`src/rtl/fcmp_pipe.sv`:
```
// Two-stage IEEE-754 compare / min-max unit (FEQ, FLT, FLE, FMIN, FMAX) with tag passthrough and RISC-V NV flag.
// Define FCMP_FCLASS_EN to build op 5 as FCLASS on in_a; otherwise op 5 is reserved.
module fcmp_pipe #(
  parameter int EXP_W = 8,
  parameter int MAN_W = 23,
  parameter int TAG_W = 5
) (
  input  logic                   clk,
  input  logic                   rst,
  input  logic                   flush,
  input  logic                   in_valid,
  output logic                   in_ready,
  input  logic [2:0]             in_op,
  input  logic [EXP_W+MAN_W:0]   in_a,
  input  logic [EXP_W+MAN_W:0]   in_b,
  input  logic [TAG_W-1:0]       in_tag,
  output logic                   out_valid,
  input  logic                   out_ready,
  output logic [EXP_W+MAN_W:0]   out_data,
  output logic [TAG_W-1:0]       out_tag,
  output logic                   out_nv
);
  localparam int WIDTH = 1 + EXP_W + MAN_W;
  localparam int MAG_W = EXP_W + MAN_W;

  // Handshake: a transfer happens on a rising edge where valid && ready; valid
  // and payload hold until then. A stage loads when the stage after it is empty
  // or handing its content on in the same cycle, so there are no bubbles.
  logic s1_v, s2_v, s2_adv;
  logic [WIDTH-1:0] s1_a, s1_b, s2_data;
  logic [2:0]       s1_op;
  logic [TAG_W-1:0] s1_tag, s2_tag;
  logic             s2_nv;
  // class bits per operand: {sign, qnan, snan, zero}
  logic [3:0]       s1_a_cls, s1_b_cls, in_a_cls, in_b_cls;

  assign s2_adv    = !s2_v || out_ready;
  assign in_ready  = !s1_v || s2_adv;
  assign out_valid = s2_v;
  assign out_data  = s2_data;
  assign out_tag   = s2_tag;
  assign out_nv    = s2_nv;

  function automatic logic [3:0] decode(input logic [WIDTH-1:0] x);
    logic nan;
    nan = (&x[MAG_W-1:MAN_W]) && (|x[MAN_W-1:0]);
    decode = {x[WIDTH-1], nan && x[MAN_W-1], nan && !x[MAN_W-1], ~|x[MAG_W-1:0]};
  endfunction

  assign in_a_cls = decode(in_a);
  assign in_b_cls = decode(in_b);

  // S2 result logic, driven from the S1 registers
  logic a_nan, b_nan, any_nan, any_snan, both_zero, lt_tot, lt, eq;
  logic [WIDTH-1:0] res_data;
  logic             res_nv;
  logic [WIDTH-1:0] canon_nan;

  assign canon_nan = {1'b0, {EXP_W{1'b1}}, 1'b1, {(MAN_W-1){1'b0}}};

`ifdef FCMP_FCLASS_EN
  logic [9:0] cls;
  logic       exp_max, exp_zero, frac_zero;
  always_comb begin
    exp_max   = &s1_a[MAG_W-1:MAN_W];
    exp_zero  = ~|s1_a[MAG_W-1:MAN_W];
    frac_zero = ~|s1_a[MAN_W-1:0];
    cls       = '0;
    if (s1_a_cls[1])                 cls[8] = 1'b1;
    else if (s1_a_cls[2])            cls[9] = 1'b1;
    else if (exp_max)                cls[s1_a_cls[3] ? 0 : 7] = 1'b1;
    else if (exp_zero && frac_zero)  cls[s1_a_cls[3] ? 3 : 4] = 1'b1;
    else if (exp_zero)               cls[s1_a_cls[3] ? 2 : 5] = 1'b1;
    else                             cls[s1_a_cls[3] ? 1 : 6] = 1'b1;
  end
`endif

  always_comb begin
    res_data  = '0;
    res_nv    = 1'b0;
    a_nan     = s1_a_cls[2] || s1_a_cls[1];
    b_nan     = s1_b_cls[2] || s1_b_cls[1];
    any_nan   = a_nan || b_nan;
    any_snan  = s1_a_cls[1] || s1_b_cls[1];
    both_zero = s1_a_cls[0] && s1_b_cls[0];
    // total order with -0 < +0; FLT/FLE mask the zero pair back to equal
    if (s1_a_cls[3] != s1_b_cls[3]) lt_tot = s1_a_cls[3];
    else if (s1_a_cls[3])           lt_tot = s1_a[MAG_W-1:0] > s1_b[MAG_W-1:0];
    else                            lt_tot = s1_a[MAG_W-1:0] < s1_b[MAG_W-1:0];
    lt = lt_tot && !both_zero;
    eq = (s1_a == s1_b) || both_zero;
    case (s1_op)
      3'd0: begin res_data[0] = !any_nan && eq;         res_nv = any_snan; end
      3'd1: begin res_data[0] = !any_nan && lt;         res_nv = any_nan;  end
      3'd2: begin res_data[0] = !any_nan && (lt || eq); res_nv = any_nan;  end
      3'd3, 3'd4: begin
        res_nv = any_snan;
        if (a_nan && b_nan) res_data = canon_nan;
        else if (a_nan)     res_data = s1_b;
        else if (b_nan)     res_data = s1_a;
        else if (s1_op == 3'd3) res_data = lt_tot ? s1_a : s1_b;
        else                    res_data = lt_tot ? s1_b : s1_a;
      end
`ifdef FCMP_FCLASS_EN
      3'd5: res_data[9:0] = cls;
`endif
      default: ;
    endcase
  end

  always_ff @(posedge clk) begin
    if (rst) begin
      s1_v     <= 1'b0;
      s2_v     <= 1'b0;
      s1_a     <= '0;
      s1_b     <= '0;
      s1_op    <= '0;
      s1_tag   <= '0;
      s1_a_cls <= '0;
      s1_b_cls <= '0;
      s2_data  <= '0;
      s2_tag   <= '0;
      s2_nv    <= 1'b0;
    end else begin
      if (flush) begin
        s1_v <= 1'b0;
        s2_v <= 1'b0;
      end else begin
        if (in_ready) s1_v <= in_valid;
        if (s2_adv)   s2_v <= s1_v;
      end
      if (in_ready && in_valid) begin
        s1_a     <= in_a;
        s1_b     <= in_b;
        s1_op    <= in_op;
        s1_tag   <= in_tag;
        s1_a_cls <= in_a_cls;
        s1_b_cls <= in_b_cls;
      end
      if (s2_adv && s1_v) begin
        s2_data <= res_data;
        s2_tag  <= s1_tag;
        s2_nv   <= res_nv;
      end
    end
  end
endmodule

```
`config.mk`:
```
export PLATFORM = sky130hd
export DESIGN_NAME = fcmp_pipe
export DESIGN_NICKNAME = d
export VERILOG_FILES = /design/src/rtl/fcmp_pipe.sv
export SDC_FILE = /design/constraint.sdc
export NUM_CORES = 1
export LEC_CHECK = 0
export BUFFER_PORTS_ARGS = -buffer_cell sky130_fd_sc_hd__buf_2
export CAP_MARGIN = 10
export CORE_MARGIN = 10
export CORE_UTILIZATION = 55
export CTS_BUF_LIST = sky130_fd_sc_hd__clkbuf_16
export CTS_CLUSTER_DIAMETER = 150
export DETAILED_ROUTE_END_ITERATION = 10
export GPL_TIMING_DRIVEN = 0
export PLACE_DENSITY = 0.78
export SLEW_MARGIN = 0
export SYNTH_ARGS = -nofsm -noshare
export SYNTH_HDL_FRONTEND = slang
export SYNTH_SLANG_ARGS = --single-unit
```
`constraint.sdc`:
```
create_clock -name clk -period 5.85 [get_ports clk]
set_input_delay 0.8775 -clock clk [delete_from_list [all_inputs] [get_ports clk]]
set_output_delay 0.8775 -clock clk [all_outputs]
set_load 0.005 [all_outputs]
```
==> impl_metrics.xml, run 1 <==
<?xml version="1.0" encoding="UTF-8"?>
<metrics>
  <group name="outcome">
    <metric name="run_status" unit="">finished, final reports clean</metric>
  </group>
  <group name="cts">
    <metric name="cts.reportedPaths.clkPinSlew" unit="ns">0.05</metric>
    <metric name="cts-hold-fix-buffers" unit="">0</metric>
    <metric name="clock_tree.root_cell" unit="">clkbuf_16</metric>
    <metric name="post_cts_resized" unit="">0</metric>
    <metric name="clk_path_buf_depth" unit="">2</metric>
    <metric name="cts_tree" unit="">done</metric>
    <metric name="cts_max_level" unit="">4</metric>
    <metric name="cts_setup_buffers" unit="">0</metric>
    <metric name="worst_skew_pair.late_latency" unit="ns">0.42</metric>
    <metric name="cts_buffers" unit="">17</metric>
    <metric name="cts.sink_count" unit="">118</metric>
  </group>
  <group name="timing">
    <metric name="setup_viol_count_final" unit="">0</metric>
    <metric name="post-route-period-util" unit="%">60.5</metric>
    <metric name="rsz_0062_raised_after_global_routing" unit="">no</metric>
    <metric name="period_minus_slack" unit="ns">3.54</metric>
    <metric name="worstMarginPinSlew" unit="ns">0.619</metric>
    <metric name="final-max-slew-violation-count" unit="">0</metric>
    <metric name="fin_skew" unit="ns">0.00779</metric>
    <metric name="timing.slew.headroom" unit="%">58.4</metric>
    <metric name="fmaxAchievable" unit="GHz">0.283</metric>
    <metric name="finalHoldViolations" unit="">0</metric>
    <metric name="fin_tns_setup" unit="ns">0</metric>
  </group>
  <group name="critical_path">
    <metric name="critical_path_arrival" unit="ns">3.82</metric>
    <metric name="startpoint_type" unit="">flop</metric>
    <metric name="crit_path_max_fanout" unit="">10</metric>
    <metric name="worstSetupEndpointType" unit="">flop</metric>
    <metric name="worst-r2r-setup-slack" unit="ns">2.31</metric>
    <metric name="worst_ep_required_time" unit="ns">6.13</metric>
    <metric name="timing.setup.critical_path_class" unit="">flop to flop</metric>
  </group>
  <group name="route">
    <metric name="totalWireLength" unit="mm">15.8</metric>
    <metric name="drtIter0Drc" unit="">360</metric>
    <metric name="first_pass_iters" unit="">5</metric>
    <metric name="post_drt_via_cell_ratio" unit="">5.46</metric>
    <metric name="vias" unit="">5332</metric>
    <metric name="postRouteAntennaNets" unit="">0</metric>
    <metric name="detail_route.wl_per_cell" unit="µm">16.2</metric>
    <metric name="drc" unit="">0</metric>
  </group>
  <group name="final_layout">
    <metric name="num-nets-final" unit="">943</metric>
    <metric name="final_cell_area" unit="µm²">6760</metric>
    <metric name="area.sequential" unit="µm²">2360</metric>
    <metric name="antenna_cells_inserted" unit="">0</metric>
    <metric name="final_layout_size_suffix_gt1_share" unit="%">17.7</metric>
    <metric name="multiInputGateArea" unit="µm²">2850</metric>
    <metric name="syn2layout_area_growth" unit="%">22.5</metric>
    <metric name="layout.filler_cells" unit="">837</metric>
  </group>
  <group name="synth">
    <metric name="postSynthCellCount" unit="">699</metric>
    <metric name="async_reset_ff_share" unit="%">0</metric>
    <metric name="synth.distinct_cells" unit="">42</metric>
    <metric name="synthesis.area" unit="µm²">5510</metric>
    <metric name="synth_top_flop_cell" unit="">dfxtp_1</metric>
    <metric name="synth_enable_flop_cells" unit="">0</metric>
    <metric name="synth_seq_area_share" unit="%">42.9</metric>
    <metric name="synthesized_netlist_net_count" unit="">809</metric>
    <metric name="synth.ff_latch_count" unit="">118</metric>
    <metric name="syn_avg_cell_area" unit="µm²">7.89</metric>
    <metric name="yosysWarnings" unit="">0</metric>
  </group>
  <group name="grt">
    <metric name="grt_pass1_wl" unit="mm">25.4</metric>
    <metric name="initial_antenna_violation_count" unit="">0</metric>
    <metric name="grt_usage" unit="%">22.1</metric>
    <metric name="grt_pass1_vias" unit="">5282</metric>
    <metric name="largest_net_degree_at_the_start_of_global_routing" unit="">17</metric>
    <metric name="grt.overflow.total" unit="">0</metric>
  </group>
  <group name="floorplan">
    <metric name="dieHeight" unit="µm">120</metric>
    <metric name="die_w" unit="µm">120</metric>
    <metric name="boundaryPins" unit="">117</metric>
    <metric name="effective_utilization_at_floorplan" unit="%">56.4</metric>
    <metric name="core_ar" unit="µm²">9770</metric>
    <metric name="die_area" unit="µm²">14400</metric>
    <metric name="placement_rows" unit="">36</metric>
  </group>
  <group name="place">
    <metric name="gp_congestion" unit="">0.897</metric>
    <metric name="dpl.hpwl" unit="mm">12.1</metric>
    <metric name="port_buffers" unit="">115</metric>
    <metric name="dpl_cell_area" unit="µm²">6250</metric>
  </group>
  <group name="worst_hold_path">
    <metric name="hp-class" unit="">flop to flop</metric>
  </group>
  <group name="flow_run">
    <metric name="cap_viol_max_count" unit="">0</metric>
  </group>
  <group name="pwr">
    <metric name="power_leakage" unit="nW">2.94</metric>
    <metric name="powerDensity" unit="nW/µm²">304</metric>
    <metric name="vdd.ir_drop.worst" unit="µV">208</metric>
  </group>
</metrics>
[state kept, by name (all words and copies together), names as in the netlist]
register	cells
out_data	32
out_nv	1
out_tag	5
out_valid	1
s1_a	32
s1_a_cls	3
s1_b	32
s1_b_cls	3
s1_op	3
s1_tag	5
s1_v	1
[synth_stat cells, types with 2 or more instances]
cell type  instances  area [µm²]
or3_1              3        18.8
o21ai_0           12        60.1
mux2i_1           31         310
a211oi_1           4        30.0
nor3_1             8        40.0
and2_1             3        18.8
inv_1             34         128
a221oi_1           2        17.5
nor2b_1            2        12.5
o22ai_1            3        18.8
nand2_1          213         800
clkbuf_1          29         109
nor4_1            15        93.8
nor4_2             2        25.0
nand2b_1           2        12.5
a21oi_1           98         490
o21ai_1           31         155
buf_6              3        33.8
dfxtp_1          118        2360
nor2_1            11        41.3
nor3b_2            2        25.0
buf_1              8        30.0
ha_1              33         413
nand4_1           13        81.3
a21boi_0           2        15.0
[placed cells by master (no fill, tap or decap), types with 2 or more instances in the layout]
master and count:
dfxtp_1 118, nor2b_1 2, nor4_2 2, nor3_1 8
o21ai_1 31, clkinv_2 3, nor4_1 15, nor2_1 11
or3_1 3, clkbuf_1 29, o21ai_0 12, nand4_1 13
clkbuf_16 17, buf_6 3, nand2_1 213, nand2b_1 2
buf_2 115, mux2i_1 31, o22ai_1 3, a211oi_1 4
a221oi_1 2, and2_1 3, a21oi_1 98, buf_1 8
a21boi_0 2, ha_1 33, inv_1 37, clkinv_1 5
nor3b_2 2
[area by class of cell]
| class | count | area share, % |
|---|---|---|
| multi-input cells | 507 | 42.2 |
| flip-flops and latches | 118 | 35.0 |
| repair buffers | 115 | 8.52 |
| clock buffers | 17 | 6.30 |
| plain buffers | 40 | 2.56 |
| well taps | 133 | 2.46 |
| inverters | 34 | 1.89 |
| clock inverters | 12 | 1.11 |
[layer usage]
layer / track usage (%) / routed length, µm / up-vias
met5: 0 / 0 / -
met4: 8.90 / 297 / 0
met3: 7.36 / 1270 / 24
met2: 37.0 / 7590 / 216
met1: 25.4 / 6670 / 2444
li1: - / - / 2648
[power breakdown]
group	internal [mW]	total, mW	switching, mW
logic	0.122	0.293	0.171
registers	0.836	0.860	0.0245
clock network	0.558	0.897	0.339
[through the flow]
| stage | setup WS (ns) | hold WS (ns) | power [mW] | utilization [%] | std cells |
|---|---|---|---|---|---|
| 3_3_place_gp | 2.47 | 0.434 | 1.15 | 64.0 | 947 |
| 6_report | 2.31 | 0.441 | 2.05 | 69.1 | 976 |
| 2_1_floorplan | 3.03 | 0.432 | 1.07 | - | 699 |
| 4_1_cts | 2.33 | 0.444 | 2.05 | 69.1 | 976 |
| 3_5_place_dp | 2.43 | 0.438 | 1.16 | 64.0 | 947 |
| 5_1_grt | 2.13 | 0.463 | 2.13 | 69.1 | 976 |
[worst max-delay path, stage by stage, from the launching register on]
cell,delay (ns)
dfxtp_1,0.34
inv_1,0.06
ha_1,0.30
nand4_2,0.19
nor4_2,0.39
nor3b_2,0.45
nor3b_2,0.26
a22oi_2,0.09
and2_4,0.19
a2111oi_4,0.52
buf_6,0.26
mux2i_1,0.27
o21ai_1,0.08
[final timing paths]
kind | from | endpoint | depth (start not counted)
worst max-delay path | s1_b[29] | out_data[23] | 12
worst max register to register | s1_b[29] | out_data[23] | 12
worst min register to register | out_data[10] | out_data[10] | 2
worst min-delay path | out_data[10] | out_data[10] | 2
[cell families after synthesis]
kind of cell    synth area share (%)
mux                             5.63
xor+xnor                       0.159
simple gates                    22.2
fa+ha+maj                       7.49
buf+inv                         5.45
compound gates                  16.2
flops                           42.9
(Power assumes the default switching activity.)
==> inputs of run 2 (changes only) <==
==> constraint.sdc (replaced) <==
create_clock -name clk -period 3.39 [get_ports clk]
set_input_delay 0.5085 -clock clk [delete_from_list [all_inputs] [get_ports clk]]
set_output_delay 0.5085 -clock clk [all_outputs]
set_load 0.005 [all_outputs]
==> run 2 against run 1 <==
  * Sequential cell count is the same
  * Maximum frequency grew 7.0%
  * Wire length grew 1.4%
  * Final cell count grew 0.41%
  * First-iteration DRC count shrank 3.9%
  * Clock power grew 73%
  * Total power grew 75%
  * Non-clock buffer count grew 4
  * Critical path type unchanged
  * Critical endpoint is now out_data[14]
  * Largest power group unchanged
==> impl_metrics.xml, run 2 (synthesis results as in run 1) <==
<?xml version="1.0" encoding="UTF-8"?>
<metrics>
  <group name="cts">
    <metric name="cts.sink_count" unit="">118</metric>
    <metric name="clock_tree.root_cell" unit="">clkbuf_16</metric>
    <metric name="clk_path_buf_depth" unit="">2</metric>
    <metric name="cts.reportedPaths.clkPinSlew" unit="ns">0.05</metric>
    <metric name="cts_tree" unit="">done</metric>
    <metric name="worst_skew_pair.late_latency" unit="ns">0.42</metric>
    <metric name="cts_max_level" unit="">4</metric>
    <metric name="cts_buffers" unit="">17</metric>
    <metric name="cts-hold-fix-buffers" unit="">0</metric>
  </group>
  <group name="final_layout">
    <metric name="syn2layout_area_growth" unit="%">24.1</metric>
    <metric name="most-common-layout-cells" unit="">213 x nand2_1, 118 x dfxtp_1, 115 x buf_2</metric>
    <metric name="antenna_cells_inserted" unit="">0</metric>
    <metric name="layout.filler_cells" unit="">825</metric>
    <metric name="final_cell_area" unit="µm²">6840</metric>
    <metric name="area.sequential" unit="µm²">2360</metric>
    <metric name="mostFrequentLayoutCell" unit="">nand2_1</metric>
    <metric name="multiInputGateArea" unit="µm²">2890</metric>
    <metric name="num-nets-final" unit="">947</metric>
    <metric name="final_layout_size_suffix_gt1_share" unit="%">18.4</metric>
  </group>
  <group name="critical_path">
    <metric name="critical_path_arrival" unit="ns">3.59</metric>
    <metric name="timing.setup.critical_path_class" unit="">flop to flop</metric>
    <metric name="worstSetupEndpointType" unit="">flop</metric>
    <metric name="crit_family" unit="">simple AND/OR/NAND/NOR gates</metric>
    <metric name="worst-path-buf-inv" unit="">3</metric>
    <metric name="timing.critical_path.slowest_stage_cell" unit="">a2111oi_4</metric>
    <metric name="crit_path_max_fanout" unit="">10</metric>
    <metric name="critical_path.cell_chain" unit="">inv_1 &gt; ha_1 &gt; nand4_1 &gt; nor4_4 &gt; nor3b_4 &gt; nor3b_2 &gt; a22oi_2 &gt; and2_4 &gt; a2111oi_4 &gt; buf_6 &gt; buf_8 &gt; mux2i_1 &gt; o21ai_1</metric>
    <metric name="worst_path_largest_cell_delay" unit="ns">0.36</metric>
    <metric name="worst_ep_required_time" unit="ns">3.67</metric>
    <metric name="worst-r2r-setup-slack" unit="ns">0.08</metric>
    <metric name="startpoint_type" unit="">flop</metric>
  </group>
  <group name="route">
    <metric name="first_pass_iters" unit="">6</metric>
    <metric name="drc" unit="">0</metric>
    <metric name="detail_route.wl_per_cell" unit="µm">16.4</metric>
    <metric name="postRouteAntennaNets" unit="">0</metric>
    <metric name="totalWireLength" unit="mm">16.1</metric>
    <metric name="vias" unit="">5393</metric>
    <metric name="drtIter0Drc" unit="">346</metric>
    <metric name="post_drt_via_cell_ratio" unit="">5.50</metric>
  </group>
  <group name="timing">
    <metric name="holdWs" unit="ns">0.263</metric>
    <metric name="fmaxAchievable" unit="GHz">0.302</metric>
    <metric name="post-route-period-util" unit="%">97.6</metric>
    <metric name="timing.slew.headroom" unit="%">61.9</metric>
    <metric name="setup_viol_count_final" unit="">0</metric>
    <metric name="worstMarginPinSlew" unit="ns">0.567</metric>
    <metric name="setup_slack" unit="ns">0.0812</metric>
    <metric name="finalHoldViolations" unit="">0</metric>
    <metric name="fin_skew" unit="ns">0.00726</metric>
    <metric name="period_minus_slack" unit="ns">3.31</metric>
    <metric name="fin_tns_setup" unit="ns">0</metric>
    <metric name="final-max-slew-violation-count" unit="">0</metric>
  </group>
  <group name="floorplan">
    <metric name="placement_rows" unit="">36</metric>
    <metric name="die_area" unit="µm²">14400</metric>
    <metric name="core_ar" unit="µm²">9770</metric>
    <metric name="boundaryPins" unit="">117</metric>
    <metric name="effective_utilization_at_floorplan" unit="%">56.4</metric>
    <metric name="dieHeight" unit="µm">120</metric>
    <metric name="die_w" unit="µm">120</metric>
  </group>
  <group name="place">
    <metric name="dpl_worst_slack" unit="ns">-0.0269</metric>
    <metric name="dpl_cell_area" unit="µm²">6250</metric>
    <metric name="gp_congestion" unit="">0.897</metric>
    <metric name="port_buffers" unit="">115</metric>
    <metric name="dpl.hpwl" unit="mm">12.1</metric>
  </group>
  <group name="worst_hold_path">
    <metric name="hp-class" unit="">input pin to flop</metric>
  </group>
  <group name="pwr">
    <metric name="vdd.ir_drop.worst" unit="µV">362</metric>
    <metric name="powerDensity" unit="nW/µm²">524</metric>
    <metric name="power_leakage" unit="nW">2.97</metric>
    <metric name="power.total" unit="mW">3.59</metric>
  </group>
  <group name="grt">
    <metric name="initial_antenna_violation_count" unit="">0</metric>
    <metric name="grt.overflow.total" unit="">0</metric>
    <metric name="grt_pass1_wl" unit="mm">25.5</metric>
    <metric name="grt_usage" unit="%">22.2</metric>
    <metric name="grt_pass1_vias" unit="">5359</metric>
    <metric name="largest_net_degree_at_the_start_of_global_routing" unit="">17</metric>
  </group>
  <group name="outcome">
    <metric name="run_status" unit="">finished, final reports clean</metric>
  </group>
  <group name="flow_run">
    <metric name="cap_viol_max_count" unit="">0</metric>
  </group>
</metrics>
==> run 2: cell type report <==
type / instances / area share, %
flip-flops and latches: 118 / 34.5
well taps: 133 / 2.43
inverters: 34 / 1.87
multi-input cells: 507 / 42.2
clock inverters: 12 / 1.10
plain buffers: 40 / 2.76
repair buffers: 119 / 8.91
clock buffers: 17 / 6.22
==> run 2: metrics by stage <==
stage / instances / util [%]
2_1_floorplan: 699 / -
3_3_place_gp: 947 / 64.0
3_5_place_dp: 947 / 64.0
4_1_cts: 978 / 69.3
5_1_grt: 980 / 70.0
6_report: 980 / 70.0
==> run 2: path summary, 6_finish.rpt <==
| kind | cells after the start | endpoint | start |
|---|---|---|---|
| worst max-delay path | 13 | out_data[14] | s1_b[24] |
| worst min-delay path | 2 | out_valid | flush |
| worst max register to register | 13 | out_data[14] | s1_b[24] |
| worst min register to register | 2 | out_data[10] | out_data[10] |
==> run 2: what timing repair did <==
action,CTS,global route
pin swaps,1,2
gates resized for setup,1,10
endpoints found under the setup margin,30,31
hold endpoints to repair,0,0
setup buffers,2,2
==> run 2: worst register-to-register path, cell delays in order, from the launching register on <==
cell and delay [ns]:
dfxtp_1 0.33, inv_1 0.07, ha_1 0.31, nand4_1 0.19, nor4_4 0.35, nor3b_4 0.35, nor3b_2 0.24, a22oi_2 0.09
and2_4 0.19, a2111oi_4 0.36, buf_6 0.19, buf_8 0.17, mux2i_1 0.24, o21ai_1 0.09
==> run 2: report_power, final <==
part	switching (mW)	internal, mW	total (mW)
Sequential	0.0432	1.44	1.49
Clock	0.591	0.963	1.55
Combinational	0.310	0.237	0.546
==> run 2: metal layers <==
| metal | global-route usage, % | wire length [µm] | up-vias |
|---|---|---|---|
| met5 | 0 | 0 | - |
| met4 | 10.1 | 408 | 0 |
| met3 | 7.45 | 1090 | 32 |
| met2 | 37.1 | 7670 | 196 |
| met1 | 25.1 | 6880 | 2508 |
| li1 | - | - | 2657 |
==> inputs of run 3 (changes only) <==
--- a/config.mk
+++ b/config.mk
@@ -14,6 +14,7 @@
 export DETAILED_ROUTE_END_ITERATION = 10
 export GPL_TIMING_DRIVEN = 0
 export PLACE_DENSITY = 0.78
+export RECOVER_POWER = 50
 export SLEW_MARGIN = 0
 export SYNTH_ARGS = -nofsm -noshare
 export SYNTH_HDL_FRONTEND = slang
==> constraint.sdc (replaced) <==
create_clock -name clk -period 3.39 [get_ports clk]
set_input_delay 0.8475 -clock clk [delete_from_list [all_inputs] [get_ports clk]]
set_output_delay 0.8475 -clock clk [all_outputs]
set_load 0.005 [all_outputs]
==> run 3 against run 2 <==
  * Maximum frequency rose by 0.50%
  * Core utilization fell by 0.49 points
  * Largest cell class unchanged
  * Combinational power barely moved
  * Final cell count did not move
  * Critical path depth did not move
  * Sequential share of layout area rose by 0.24 points
  * Die area did not move
==> impl_metrics.xml, run 3 (synthesis results as in run 1) <==
<?xml version="1.0" encoding="UTF-8"?>
<metrics>
  <group name="cts">
    <metric name="cts_tree" unit="">done</metric>
    <metric name="cts.sink_count" unit="">118</metric>
    <metric name="cts_buffers" unit="">17</metric>
    <metric name="clk_path_buf_depth" unit="">2</metric>
    <metric name="worst_skew_pair.late_latency" unit="ns">0.42</metric>
    <metric name="cts_max_level" unit="">4</metric>
    <metric name="cts.reportedPaths.clkPinSlew" unit="ns">0.05</metric>
    <metric name="clock_tree.root_cell" unit="">clkbuf_16</metric>
  </group>
  <group name="grt">
    <metric name="grt.overflow.total" unit="">0</metric>
    <metric name="grt_usage" unit="%">22.2</metric>
    <metric name="largest_net_degree_at_the_start_of_global_routing" unit="">17</metric>
    <metric name="grt_pass1_vias" unit="">5359</metric>
    <metric name="grt_pass1_wl" unit="mm">25.5</metric>
    <metric name="initial_antenna_violation_count" unit="">0</metric>
  </group>
  <group name="route">
    <metric name="totalWireLength" unit="mm">16.2</metric>
    <metric name="postRouteAntennaNets" unit="">0</metric>
    <metric name="vias" unit="">5374</metric>
    <metric name="post_drt_via_cell_ratio" unit="">5.48</metric>
    <metric name="drtIter0Drc" unit="">395</metric>
    <metric name="detail_route.wl_per_cell" unit="µm">16.5</metric>
    <metric name="drc" unit="">0</metric>
    <metric name="first_pass_iters" unit="">5</metric>
  </group>
  <group name="critical_path">
    <metric name="worst_ep_required_time" unit="ns">3.68</metric>
    <metric name="crit_path_max_fanout" unit="">10</metric>
    <metric name="critical_path_arrival" unit="ns">3.58</metric>
    <metric name="startpoint_type" unit="">flop</metric>
    <metric name="worstSetupEndpointType" unit="">flop</metric>
    <metric name="timing.setup.critical_path_class" unit="">flop to flop</metric>
  </group>
  <group name="timing">
    <metric name="setup_slack" unit="ns">0.0977</metric>
    <metric name="holdWs" unit="ns">0.443</metric>
    <metric name="setup_viol_count_final" unit="">0</metric>
    <metric name="timing.slew.headroom" unit="%">61.6</metric>
    <metric name="fmaxAchievable" unit="GHz">0.304</metric>
    <metric name="worstMarginPinSlew" unit="ns">0.575</metric>
    <metric name="period_minus_slack" unit="ns">3.29</metric>
    <metric name="post-route-period-util" unit="%">97.1</metric>
    <metric name="final-max-slew-violation-count" unit="">0</metric>
    <metric name="finalHoldViolations" unit="">0</metric>
    <metric name="fin_skew" unit="ns">0.00918</metric>
  </group>
  <group name="pwr">
    <metric name="power_leakage" unit="nW">2.80</metric>
    <metric name="powerDensity" unit="nW/µm²">528</metric>
    <metric name="vdd.ir_drop.worst" unit="µV">363</metric>
    <metric name="power.total" unit="mW">3.59</metric>
  </group>
  <group name="floorplan">
    <metric name="dieHeight" unit="µm">120</metric>
    <metric name="placement_rows" unit="">36</metric>
    <metric name="core_ar" unit="µm²">9770</metric>
    <metric name="die_area" unit="µm²">14400</metric>
    <metric name="die_w" unit="µm">120</metric>
    <metric name="effective_utilization_at_floorplan" unit="%">56.4</metric>
    <metric name="boundaryPins" unit="">117</metric>
  </group>
  <group name="flow_run">
    <metric name="cap_viol_max_count" unit="">0</metric>
  </group>
  <group name="place">
    <metric name="dpl.hpwl" unit="mm">12.1</metric>
    <metric name="port_buffers" unit="">115</metric>
    <metric name="gp_congestion" unit="">0.897</metric>
    <metric name="dpl_cell_area" unit="µm²">6250</metric>
    <metric name="placedCellCount" unit="">947</metric>
    <metric name="dpl_worst_slack" unit="ns">-0.0269</metric>
  </group>
  <group name="final_layout">
    <metric name="layout.filler_cells" unit="">847</metric>
    <metric name="finalNonFillerCells" unit="">980</metric>
    <metric name="most-common-layout-cells" unit="">213 x nand2_1, 118 x dfxtp_1, 98 x a21oi_1</metric>
    <metric name="final_cell_area" unit="µm²">6790</metric>
    <metric name="antenna_cells_inserted" unit="">0</metric>
    <metric name="num-nets-final" unit="">947</metric>
    <metric name="final_layout_size_suffix_gt1_share" unit="%">13.9</metric>
    <metric name="syn2layout_area_growth" unit="%">23.2</metric>
    <metric name="mostFrequentLayoutCell" unit="">nand2_1</metric>
  </group>
  <group name="worst_hold_path">
    <metric name="hp-class" unit="">flop to flop</metric>
  </group>
  <group name="outcome">
    <metric name="run_status" unit="">finished, final reports clean</metric>
  </group>
</metrics>
## run 3: changes by cell type in the layout (fill, tap and decap cells not counted), sizes merged
cell	before	now
buf	130	89
clkbuf	46	87
## run 3: timing repair
item,4_1_cts,5_1_grt
hold buffers,0,0
setup buffers,2,2
pin swaps,1,2
endpoints found under the setup margin,30,31
gates resized for setup,1,10
## run 3: worst paths after layout
kind,startpoint,to,slack [ns],cells after the start
worst min register to register,out_data[29],out_data[29],0.44,2
worst max-delay path,s1_b[24],out_data[14],0.1,13
worst max register to register,s1_b[24],out_data[14],0.1,13
worst min-delay path,out_data[29],out_data[29],0.44,2
## run 3: metrics by stage
step | utilization, % | setup TNS [ns]
global route | 69.5 | -0.301
global placement | 64.0 | 0
finish | 69.5 | 0
CTS | 69.3 | 0
floorplan | - | 0
detailed placement | 64.0 | -0.0478
## run 3: worst max-delay path: stages, from the launching register on
cell and delay [ns]:
dfxtp_1 0.33, inv_1 0.07, ha_1 0.31, nand4_1 0.19, nor4_4 0.35, nor3b_4 0.35, nor3b_2 0.24, a22oi_2 0.09
and2_4 0.19, a2111oi_4 0.37, buf_6 0.19, buf_8 0.17, mux2i_1 0.23, o21ai_1 0.08
## run 3: area by class of cell
| class | count | area, µm² | area share, % |
|---|---|---|---|
| clock inverter | 12 | 75.1 | 1.11 |
| inverter | 34 | 128 | 1.88 |
| timing repair buffer | 119 | 562 | 8.27 |
| sequential | 118 | 2360 | 34.8 |
| clock buffer | 17 | 425 | 6.26 |
| tap | 133 | 166 | 2.45 |
| buffer | 40 | 189 | 2.78 |
| multi-input combinational | 507 | 2890 | 42.5 |
## run 3: metal layers
| layer | global-route usage [%] | wire, µm | vias to the layer above |
|---|---|---|---|
| met2 | 37.1 | 7720 | 201 |
| met5 | 0 | 0 | - |
| met1 | 25.1 | 6940 | 2483 |
| met4 | 10.1 | 419 | 0 |
| li1 | - | - | 2657 |
| met3 | 7.45 | 1070 | 33 |
## run 3: power breakdown
group / leakage (nW) / total [mW] / internal [mW] / switching [mW]
combinational: 1.58 / 0.547 / 0.236 / 0.311
clock: 0.259 / 1.55 / 0.963 / 0.590
sequential: 0.965 / 1.49 / 1.44 / 0.0434
total: 2.80 / 3.59 / 2.64 / 0.944
